### config.mk
export PLATFORM = sky130hd
export DESIGN_NAME = module_scan_tecladohex
export DESIGN_NICKNAME = d
export VERILOG_FILES = /design/src/rtl/module_scan_tecladohex.sv
export SDC_FILE = /design/constraint.sdc
export NUM_CORES = 1
export LEC_CHECK = 0
export BUFFER_PORTS_ARGS = -buffer_cell sky130_fd_sc_hd__buf_4
export CORE_MARGIN = 1
export CORE_UTILIZATION = 41
export DETAILED_ROUTE_END_ITERATION = 10
export GPL_TIMING_DRIVEN = 0
export SLEW_MARGIN = 10
export SYNTH_ARGS = -nofsm -noshare
export SYNTH_HDL_FRONTEND = slang
export SYNTH_SLANG_ARGS = --single-unit
### constraint.sdc
create_clock -name clk -period 2.2 [get_ports clk]
set_input_delay 0.44 -clock clk [delete_from_list [all_inputs] [get_ports clk]]
set_output_delay 0.44 -clock clk [all_outputs]
set_load 0.02 [all_outputs]
### src/rtl/module_scan_tecladohex.sv
// 4x4 hex keypad scanner with synchronised columns, press/release debounce and one-cycle key event; KEY_REPEAT_EN adds auto-repeat.
// States: SCAN=rotate rows | DEB_PRESS=confirm single-column press | PRESSED=key held | DEB_REL=confirm release.
module module_scan_tecladohex #(
  parameter int SCAN_DIV        = 16,
  parameter int DEBOUNCE_CYCLES = 1000,
  parameter int REPEAT_CYCLES   = 50000
) (
  input  logic       clk,
  input  logic       rst_n,
  input  logic [3:0] col_in,
  output logic [3:0] fila_out,
  output logic [3:0] key_fila,
  output logic [3:0] key_col,
  output logic       key_valid,
  output logic       key_held
);

  localparam int TW = $clog2(SCAN_DIV + 1);
  localparam int DW = $clog2(DEBOUNCE_CYCLES + 1);
  localparam logic [TW-1:0] TIMER_LAST = TW'(SCAN_DIV - 1);
  localparam logic [DW-1:0] DEB_LAST   = DW'(DEBOUNCE_CYCLES - 1);

  typedef enum logic [1:0] {SCAN, DEB_PRESS, PRESSED, DEB_REL} state_t;

  state_t        r_state;
  logic [3:0]    r_sync1;
  logic [3:0]    r_col_s;
  logic [3:0]    r_fila;
  logic [3:0]    r_cap_col;
  logic [3:0]    r_cap_fila;
  logic [TW-1:0] r_timer;
  logic [DW-1:0] r_deb_cnt;
  logic          w_one_hot;
  logic          w_rep_hit;

  assign fila_out  = r_fila;
  assign w_one_hot = (r_col_s != 4'd0) && ((r_col_s & (r_col_s - 4'd1)) == 4'd0);

  always_ff @(posedge clk) begin
    if (!rst_n) begin
      r_sync1 <= 4'd0;
      r_col_s <= 4'd0;
    end else begin
      r_sync1 <= col_in;
      r_col_s <= r_sync1;
    end
  end

`ifdef KEY_REPEAT_EN
  localparam int RW = $clog2(REPEAT_CYCLES + 1);
  localparam logic [RW-1:0] REP_LAST = RW'(REPEAT_CYCLES - 1);
  logic [RW-1:0] r_rep_cnt;

  assign w_rep_hit = (r_state == PRESSED) && (r_col_s != 4'd0) && (r_rep_cnt == REP_LAST);

  // Held at zero outside PRESSED, so both entry paths into PRESSED restart the period.
  always_ff @(posedge clk) begin
    if (!rst_n || r_state != PRESSED || r_col_s == 4'd0 || w_rep_hit)
      r_rep_cnt <= '0;
    else
      r_rep_cnt <= r_rep_cnt + 1'b1;
  end
`else
  // Repeat is compiled out; REPEAT_CYCLES < 1 is not a legal configuration.
  assign w_rep_hit = (REPEAT_CYCLES < 1);
`endif

  always_ff @(posedge clk) begin
    if (!rst_n) begin
      r_state    <= SCAN;
      r_fila     <= 4'b0001;
      r_timer    <= '0;
      r_deb_cnt  <= '0;
      r_cap_col  <= 4'd0;
      r_cap_fila <= 4'd0;
      key_fila   <= 4'd0;
      key_col    <= 4'd0;
      key_valid  <= 1'b0;
      key_held   <= 1'b0;
    end else begin
      key_valid <= 1'b0;
      case (r_state)
        SCAN: begin
          if (r_timer == TIMER_LAST) begin
            r_timer <= '0;
            if (w_one_hot) begin
              r_cap_col  <= r_col_s;
              r_cap_fila <= r_fila;
              r_deb_cnt  <= '0;
              r_state    <= DEB_PRESS;
            end else begin
              r_fila <= {r_fila[2:0], r_fila[3]};
            end
          end else begin
            r_timer <= r_timer + 1'b1;
          end
        end
        DEB_PRESS: begin
          if (r_col_s != r_cap_col) begin
            r_fila  <= {r_fila[2:0], r_fila[3]};
            r_timer <= '0;
            r_state <= SCAN;
          end else if (r_deb_cnt == DEB_LAST) begin
            key_fila  <= r_cap_fila;
            key_col   <= r_cap_col;
            key_valid <= 1'b1;
            key_held  <= 1'b1;
            r_state   <= PRESSED;
          end else begin
            r_deb_cnt <= r_deb_cnt + 1'b1;
          end
        end
        PRESSED: begin
          if (r_col_s == 4'd0) begin
            r_deb_cnt <= '0;
            r_state   <= DEB_REL;
          end else if (w_rep_hit) begin
            key_valid <= 1'b1;
          end
        end
        DEB_REL: begin
          if (r_col_s != 4'd0) begin
            r_state <= PRESSED;
          end else if (r_deb_cnt == DEB_LAST) begin
            key_held <= 1'b0;
            r_fila   <= {r_fila[2:0], r_fila[3]};
            r_timer  <= '0;
            r_state  <= SCAN;
          end else begin
            r_deb_cnt <= r_deb_cnt + 1'b1;
          end
        end
        default: r_state <= SCAN;
      endcase
    end
  end

endmodule

==> results of run 1 <==
-- synth_stat cells (2+ instances only) --
cell and number:
dfxtp_1 47, mux2i_1 30, nor2_1 25, nand2_1 22
and2_1 10, clkbuf_1 9, nor3_1 9, nand2b_1 8
a21oi_1 5, nand3_1 5, nor4_2 5, or3_1 4
xor2_1 4, inv_1 3, o21ai_0 3, a21boi_1 2
ha_1 2, nand4_1 2, nor4_1 2, nor4b_1 2
o31ai_1 2, or4b_2 2
-- layout make-up --
cell class                 count  area [µm²]  area share
buffer                        11        57.6      0.0226
multi-input combinational    159        1190       0.468
timing repair buffer          21         168      0.0658
tap                           67        83.8      0.0329
sequential                    47         945       0.371
inverter                       3        11.3     0.00442
clock buffer                   5        68.8      0.0270
clock inverter                 3        22.5     0.00884
-- metal layers --
| layer | global-route usage | share of wire | vias up |
|---|---|---|---|
| li1 | - | - | 831 |
| met1 | 0.233 | 0.54 | 762 |
| met2 | 0.233 | 0.43 | 20 |
| met3 | 0.0412 | 0.026 | 6 |
| met4 | 0.0620 | 0.012 | 0 |
| met5 | 0 | 0 | - |
-- what timing repair did --
action	in CTS	in global routing
gates cloned	1	0
resized for setup	6	17
setup endpoints to repair	11	23
setup buffers	1	1
hold endpoints to repair	0	0
pin swaps	1	1
-- worst max-delay path by stage --
stage	start	cells after the start	slack, ns	endpoint
CTS	r_col_s[1]$_SDFF_PN0_	6	0.005	r_deb_cnt[9]$_SDFFE_PN0P_
floorplan	r_col_s[3]$_SDFF_PN0_	5	0.16	fila_out[0]$_SDFFE_PN1P_
detailed placement	r_state[0]$_SDFFE_PN0P_	6	-0.11	r_deb_cnt[4]$_SDFFE_PN0P_
global placement	r_state[0]$_SDFFE_PN0P_	6	-0.09	r_deb_cnt[9]$_SDFFE_PN0P_
global route	r_col_s[3]$_SDFF_PN0_	6	-0.03	r_deb_cnt[6]$_SDFFE_PN0P_
finish	r_col_s[3]$_SDFF_PN0_	5	0.05	fila_out[0]$_SDFFE_PN1P_
-- cell families after synthesis --
kind of cell    synth area share
compound gates            0.0857
xor+xnor                  0.0207
fa+ha+maj                 0.0118
buf+inv                   0.0290
flops                      0.444
mux                        0.142
simple gates               0.267
-- sequential cells by signal (all words and copies together), names as in the netlist --
| register | count |
|---|---|
| r_cap_fila | 4 |
| fila_out | 4 |
| key_fila | 4 |
| r_cap_col | 4 |
| r_state | 2 |
| key_valid | 1 |
| key_held | 1 |
| r_col_s | 4 |
| r_timer | 5 |
| r_sync1 | 4 |
| r_deb_cnt | 10 |
| key_col | 4 |
-- report_power, final --
part	total (mW)	internal (mW)	switching (mW)
registers	0.873	0.862	0.0111
clock network	0.539	0.228	0.311
logic	0.0717	0.0313	0.0404
-- per-stage QoR --
step	hold slack (ns)	utilization	power (mW)
6_report	0.335	0.525	1.48
5_1_grt	0.325	0.525	1.54
4_1_cts	0.330	0.508	1.50
3_5_place_dp	0.422	0.482	0.960
3_3_place_gp	0.417	0.482	0.959
2_1_floorplan	0.412	-	0.940
==> qor.csv, run 1 <==
stage,metric,value,unit
synthesis,ys_seq_area_frac,0.444,
synthesis,syn_nets,228,
clock_network,cts_made_buffers,5,
floorplanning,fp-row-count,25,
floorplanning,start_util,0.437,
timing,clock_skew,0.0139,ns
placement,hpwl,2.82,mm
min_path,whs_path_depth,2,
synthesis,synth_cell_types,39,
global_routing,grt-ovfl-total,0,
detailed_routing,drt-total-wl,4.10,mm
setup_path,start_kind,register,
global_routing,grt_pass1_wl,6.79,mm
power_and_ir_drop,p_per_area,583,nW/µm²
setup_path,critPathKind,reg2reg,
layout,area.growth.synth_to_final,20.3,%
detailed_routing,viasPerCell,5.12,
clock_network,clkLatencyLatePin,0.31,ns
floorplanning,die_x,73.9,µm
run_status,status,"finished, final reports clean",
setup_path,arrival,2.35,ns
clock_network,clk_pin_slew,0.09,ns
synthesis,syn_avg_cell_area,9.62,µm²
clock_network,ctsRootBufferMaster,clkbuf_8,
global_routing,grt_max_degree,17,
clock_network,clockBufferDepth,2,
synthesis,yosysTopAreaCell,dfxtp_1,
setup_path,crit_chain,or4_4 > o41a_4 > a31oi_4 > a21boi_1 > a311o_1,
timing,slew_headroom,0.548,
synthesis,syn_area,2120,µm²
layout,final_cell_mix,"dfxtp_1, mux2i_1, nor2_1",
setup_path,timing.rr.end,fila_out[0]$_SDFFE_PN1P_,
detailed_routing,wl_per_cell,13.0,µm
synthesis,synth_top_cells_by_area,"dfxtp_1, mux2i_1, nor2_1, nand2_1, and2_1",
synthesis,synth-edff-count,0,
flow_run,cap_viol_max_count,0,
layout,drive_above_1_share,0.221,
detailed_routing,drtIter0Drc,82,
clock_network,htreeDepth,2,
synthesis,ys_ff_latch,47,
layout,final_area,2550,µm²
floorplanning,core,4850,µm²
timing,fin_tns_setup,0,ns
power_and_ir_drop,leakagePower,1.02,nW
timing,final-setup-viol-count,0,
synthesis,synth_ff_type,dfxtp_1,
clock_network,tritoncts,done,
placement,io_buffers,18,
detailed_routing,vias,1619,
setup_path,critPathMaxStageDelay,0.57,ns
layout,antenna_cells,0,
synthesis,synth_top_area_share,0.444,
setup_path,path_delay_family,compound AO/OA/AOI/OAI gates,
timing,setup_slack,0.0540,ns
setup_path,cp_max_fo,6,
timing,slew_violations,0,
synthesis,async_reset_ff_frac,0,
timing,hold_violations,0,
floorplanning,dieHeight,73.9,µm
layout,final_nets,256,
setup_path,cp.required,2.40,ns
clock_network,holdBufCountCts,0,
global_routing,antenna_found_initial,0,
floorplanning,dieArea,5450,µm²
timing,tightest_slew,0.678,ns
synthesis,yosys_warnings,0,
detailed_routing,drc,0,
min_path,holdCritStartpoint,col_in[0],
layout,layout_commonest_cell,dfxtp_1,
setup_path,setup.worst_path.end_class,register,
global_routing,grt_usage,0.163,
min_path,min_path_type,in2reg,
placement,post-place-ws,-0.109,ns
placement,placed_area,2340,µm²
layout,n_fill_cell,448,
global_routing,first_global_vias,1430,
synthesis,syn_inst,220,
setup_path,r2r_start,r_col_s[3]$_SDFF_PN0_,
setup_path,worst-r2r-setup-slack,0.05,ns
power_and_ir_drop,peakVddDrop,0.372,mV
timing,fin_crit_sh,0.975,
setup_path,worst-path-buf-inv,0,
detailed_routing,first_pass_iters,4,
timing,max_freq,466,MHz
min_path,whs_endpoint,r_sync1[0]$_SDFF_PN0_,
placement,dp.cells,305,
setup_path,worstRegToRegCells,5,
placement,place_congestion,0.814,
layout,instances_no_fill,316,
clock_network,cts.sinks,47,
detailed_routing,ant_nets,0,
timing,min_period,2.15,ns
timing,rsz0062_at_grt,yes,
setup_path,critPathSlowestCell,or4_4,
floorplanning,io_pins,20,
Power figures use the tool's default switching activity.
==> run 2, diff against run 1 <==
clock period = 1.8 ns   (was 2.2 ns; I/O delays follow)
==> run 2 against run 1 <==
  * Final cell count up 7.6%
  * The run now ends with setup timing left
  * Combinational power up 85%
  * Worst hold slack worse by 0.084 ns
  * Register-to-register slack worse by 0.32 ns
  * Die area unchanged
==> qor.csv, run 2 (synthesis results as in run 1) <==
stage,metric,value,unit,change
clock_network,cts_made_buffers,5,,unchanged
setup_path,worst-r2r-setup-slack,-0.26,ns,-0.32 ns
timing,setup_slack,-0.261,ns,-0.315 ns
global_routing,grt_max_degree,17,,unchanged
clock_network,clockBufferDepth,2,,unchanged
clock_network,ctsRootBufferMaster,clkbuf_8,,
global_routing,antenna_found_initial,0,,unchanged
layout,antenna_cells,0,,unchanged
timing,final-setup-viol-count,30,,+30
floorplanning,io_pins,20,,unchanged
clock_network,tritoncts,done,,
setup_path,critPathSlowestCell,or4_4,,
floorplanning,die_x,73.9,µm,unchanged
setup_path,r2r_start,r_col_s[3]$_SDFF_PN0_,,
layout,top_regs,"r_deb_cnt: 10 flops, r_timer: 5 flops",,
power_and_ir_drop,p_per_area,662,nW/µm²,+14%
floorplanning,start_util,0.437,,unchanged
detailed_routing,ant_nets,0,,unchanged
layout,area.growth.synth_to_final,43.8,%,
flow_run,cap_viol_max_count,0,,unchanged
run_status,violations,setup timing,,
min_path,min_path_type,in2reg,,
floorplanning,fp-row-count,25,,unchanged
global_routing,grt_usage,0.182,,+0.0184
detailed_routing,wl_per_cell,14.2,µm,+9.2%
power_and_ir_drop,total_power,2.01,mW,+36%
layout,final_nets,280,,+9.4%
timing,slew_violations,0,,unchanged
timing,max_freq,485,MHz,+4.1%
layout,layout_commonest_cell,dfxtp_1,,
setup_path,arrival,2.25,ns,-0.10 ns
timing,min_period,2.06,ns,-0.0849 ns
setup_path,crit_chain,or4_4 > o41a_4 > a31oi_4 > buf_12 > buf_4 > buf_6 > o32ai_1,,
placement,io_buffers,18,,unchanged
setup_path,worstRegToRegCells,7,,+2
floorplanning,dieArea,5450,µm²,unchanged
min_path,whs_path_depth,2,,unchanged
detailed_routing,vias,1744,,+7.7%
min_path,holdCritStartpoint,col_in[2],,
detailed_routing,drt-total-wl,4.82,mm,+18%
timing,clock_skew,0.00528,ns,-0.00865 ns
timing,hold_ws,0.252,ns,-0.0835 ns
min_path,whs_endpoint,r_sync1[2]$_SDFF_PN0_,,
layout,final_cell_mix,"dfxtp_1, buf_4, mux2i_1",,
setup_path,setup.worst_path.end_class,register,,
clock_network,holdBufCountCts,0,,unchanged
setup_path,timing.rr.end,r_timer[2]$_SDFFE_PN0P_,,
setup_path,critPathMaxStageDelay,0.57,ns,about the same
detailed_routing,drc,0,,unchanged
global_routing,first_global_vias,1560,,+9.1%
clock_network,clkLatencyLatePin,0.31,ns,about the same
clock_network,htreeDepth,2,,unchanged
run_status,status,finished with violations,,
timing,rsz0062_at_grt,yes,,
setup_path,start_kind,register,,
setup_path,cp_max_fo,5,,-1
layout,drive_above_1_share,0.385,,+0.164
clock_network,cts.sinks,47,,unchanged
layout,regMostFlops,r_deb_cnt,,
detailed_routing,first_pass_iters,4,,unchanged
timing,hold_violations,0,,unchanged
layout,largest_register_ffs,10,,unchanged
power_and_ir_drop,peakVddDrop,0.496,mV,+33%
floorplanning,dieHeight,73.9,µm,unchanged
setup_path,cp.required,1.99,ns,-0.41 ns
timing,slew_headroom,0.591,,+0.0429
timing,tightest_slew,0.607,ns,-0.0708 ns
timing,fin_crit_sh,1.15,,+0.170
power_and_ir_drop,leakagePower,1.22,nW,+20%
detailed_routing,viasPerCell,5.13,,+0.12%
global_routing,grt_pass1_wl,7.50,mm,+10%
floorplanning,core,4850,µm²,unchanged
placement,hpwl,2.81,mm,-0.40%
detailed_routing,drtIter0Drc,73,,-11%
placement,place_congestion,0.804,,-1.2%
setup_path,critPathKind,reg2reg,,
global_routing,grt-ovfl-total,0,,unchanged
clock_network,clk_pin_slew,0.10,ns,about the same
## run 2: changes by cell type in the layout (fill, tap and decap cells not counted), sizes merged
cell,change
bufinv,+1
clkinv,-1
buf,+25
clkbuf,-1
## run 2: final cells by class
cell class	instances	area [µm²]
Buffer	11	87.6
Clock buffer	5	68.8
Clock inverter	3	47.5
Fill cell	383	1800
Inverter	3	11.3
Multi-Input combinational cell	159	1410
Sequential cell	47	952
Tap cell	67	83.8
Timing Repair Buffer	45	384
## run 2: worst max path at each step
stage          slack [ns]  cells after the start                         to                    start
2_1_floorplan       -0.24                      5   fila_out[0]$_SDFFE_PN1P_    r_col_s[3]$_SDFF_PN0_
3_3_place_gp        -0.56                      6  r_deb_cnt[9]$_SDFFE_PN0P_  r_state[0]$_SDFFE_PN0P_
3_5_place_dp        -0.53                      6  r_deb_cnt[4]$_SDFFE_PN0P_  r_state[0]$_SDFFE_PN0P_
4_1_cts             -0.23                      5   fila_out[0]$_SDFFE_PN1P_    r_col_s[0]$_SDFF_PN0_
5_1_grt             -0.35                      8  r_deb_cnt[6]$_SDFFE_PN0P_    r_col_s[0]$_SDFF_PN0_
6_report            -0.26                      7    r_timer[2]$_SDFFE_PN0P_    r_col_s[3]$_SDFF_PN0_
## run 2: where the power goes
group	total (mW)	switching, mW	internal (mW)
combinational	0.133	0.0698	0.0633
clock	0.817	0.395	0.422
sequential	1.06	0.0128	1.05
## run 2: stage by stage
stage / util / instances / TNS (ns) / setup WS (ns) / cell area, µm²
detailed placement: 0.493 / 305 / -11.25 / -0.527 / 2390
global placement: 0.493 / 305 / -11.93 / -0.556 / 2390
CTS: 0.566 / 329 / -3.60 / -0.233 / 2740
finish: 0.628 / 340 / -4.30 / -0.261 / 3040
floorplan: - / 220 / -1.79 / -0.235 / 2170
global route: 0.628 / 340 / -6.68 / -0.351 / 3040
## run 2: critical path, delay by kind of cell, from the launching register on
family	cells	cell delay, ns
compound gates	3	0.67
simple gates	1	0.57
flops	1	0.35
buf+inv	3	0.35
## run 2: layer usage
| metal | global-route usage | up-vias | part of all wire |
|---|---|---|---|
| li1 | - | 882 | - |
| met1 | 0.257 | 823 | 0.48 |
| met2 | 0.274 | 33 | 0.47 |
| met3 | 0.0453 | 6 | 0.039 |
| met4 | 0.0470 | 0 | 0.0060 |
| met5 | 0 | - | 0 |
## run 2: repair_timing
item,in CTS,in global routing
cloned,1,0
setup endpoints to repair,39,38
buffers inserted,15,11
gates resized for setup,27,46
pin swaps,7,12
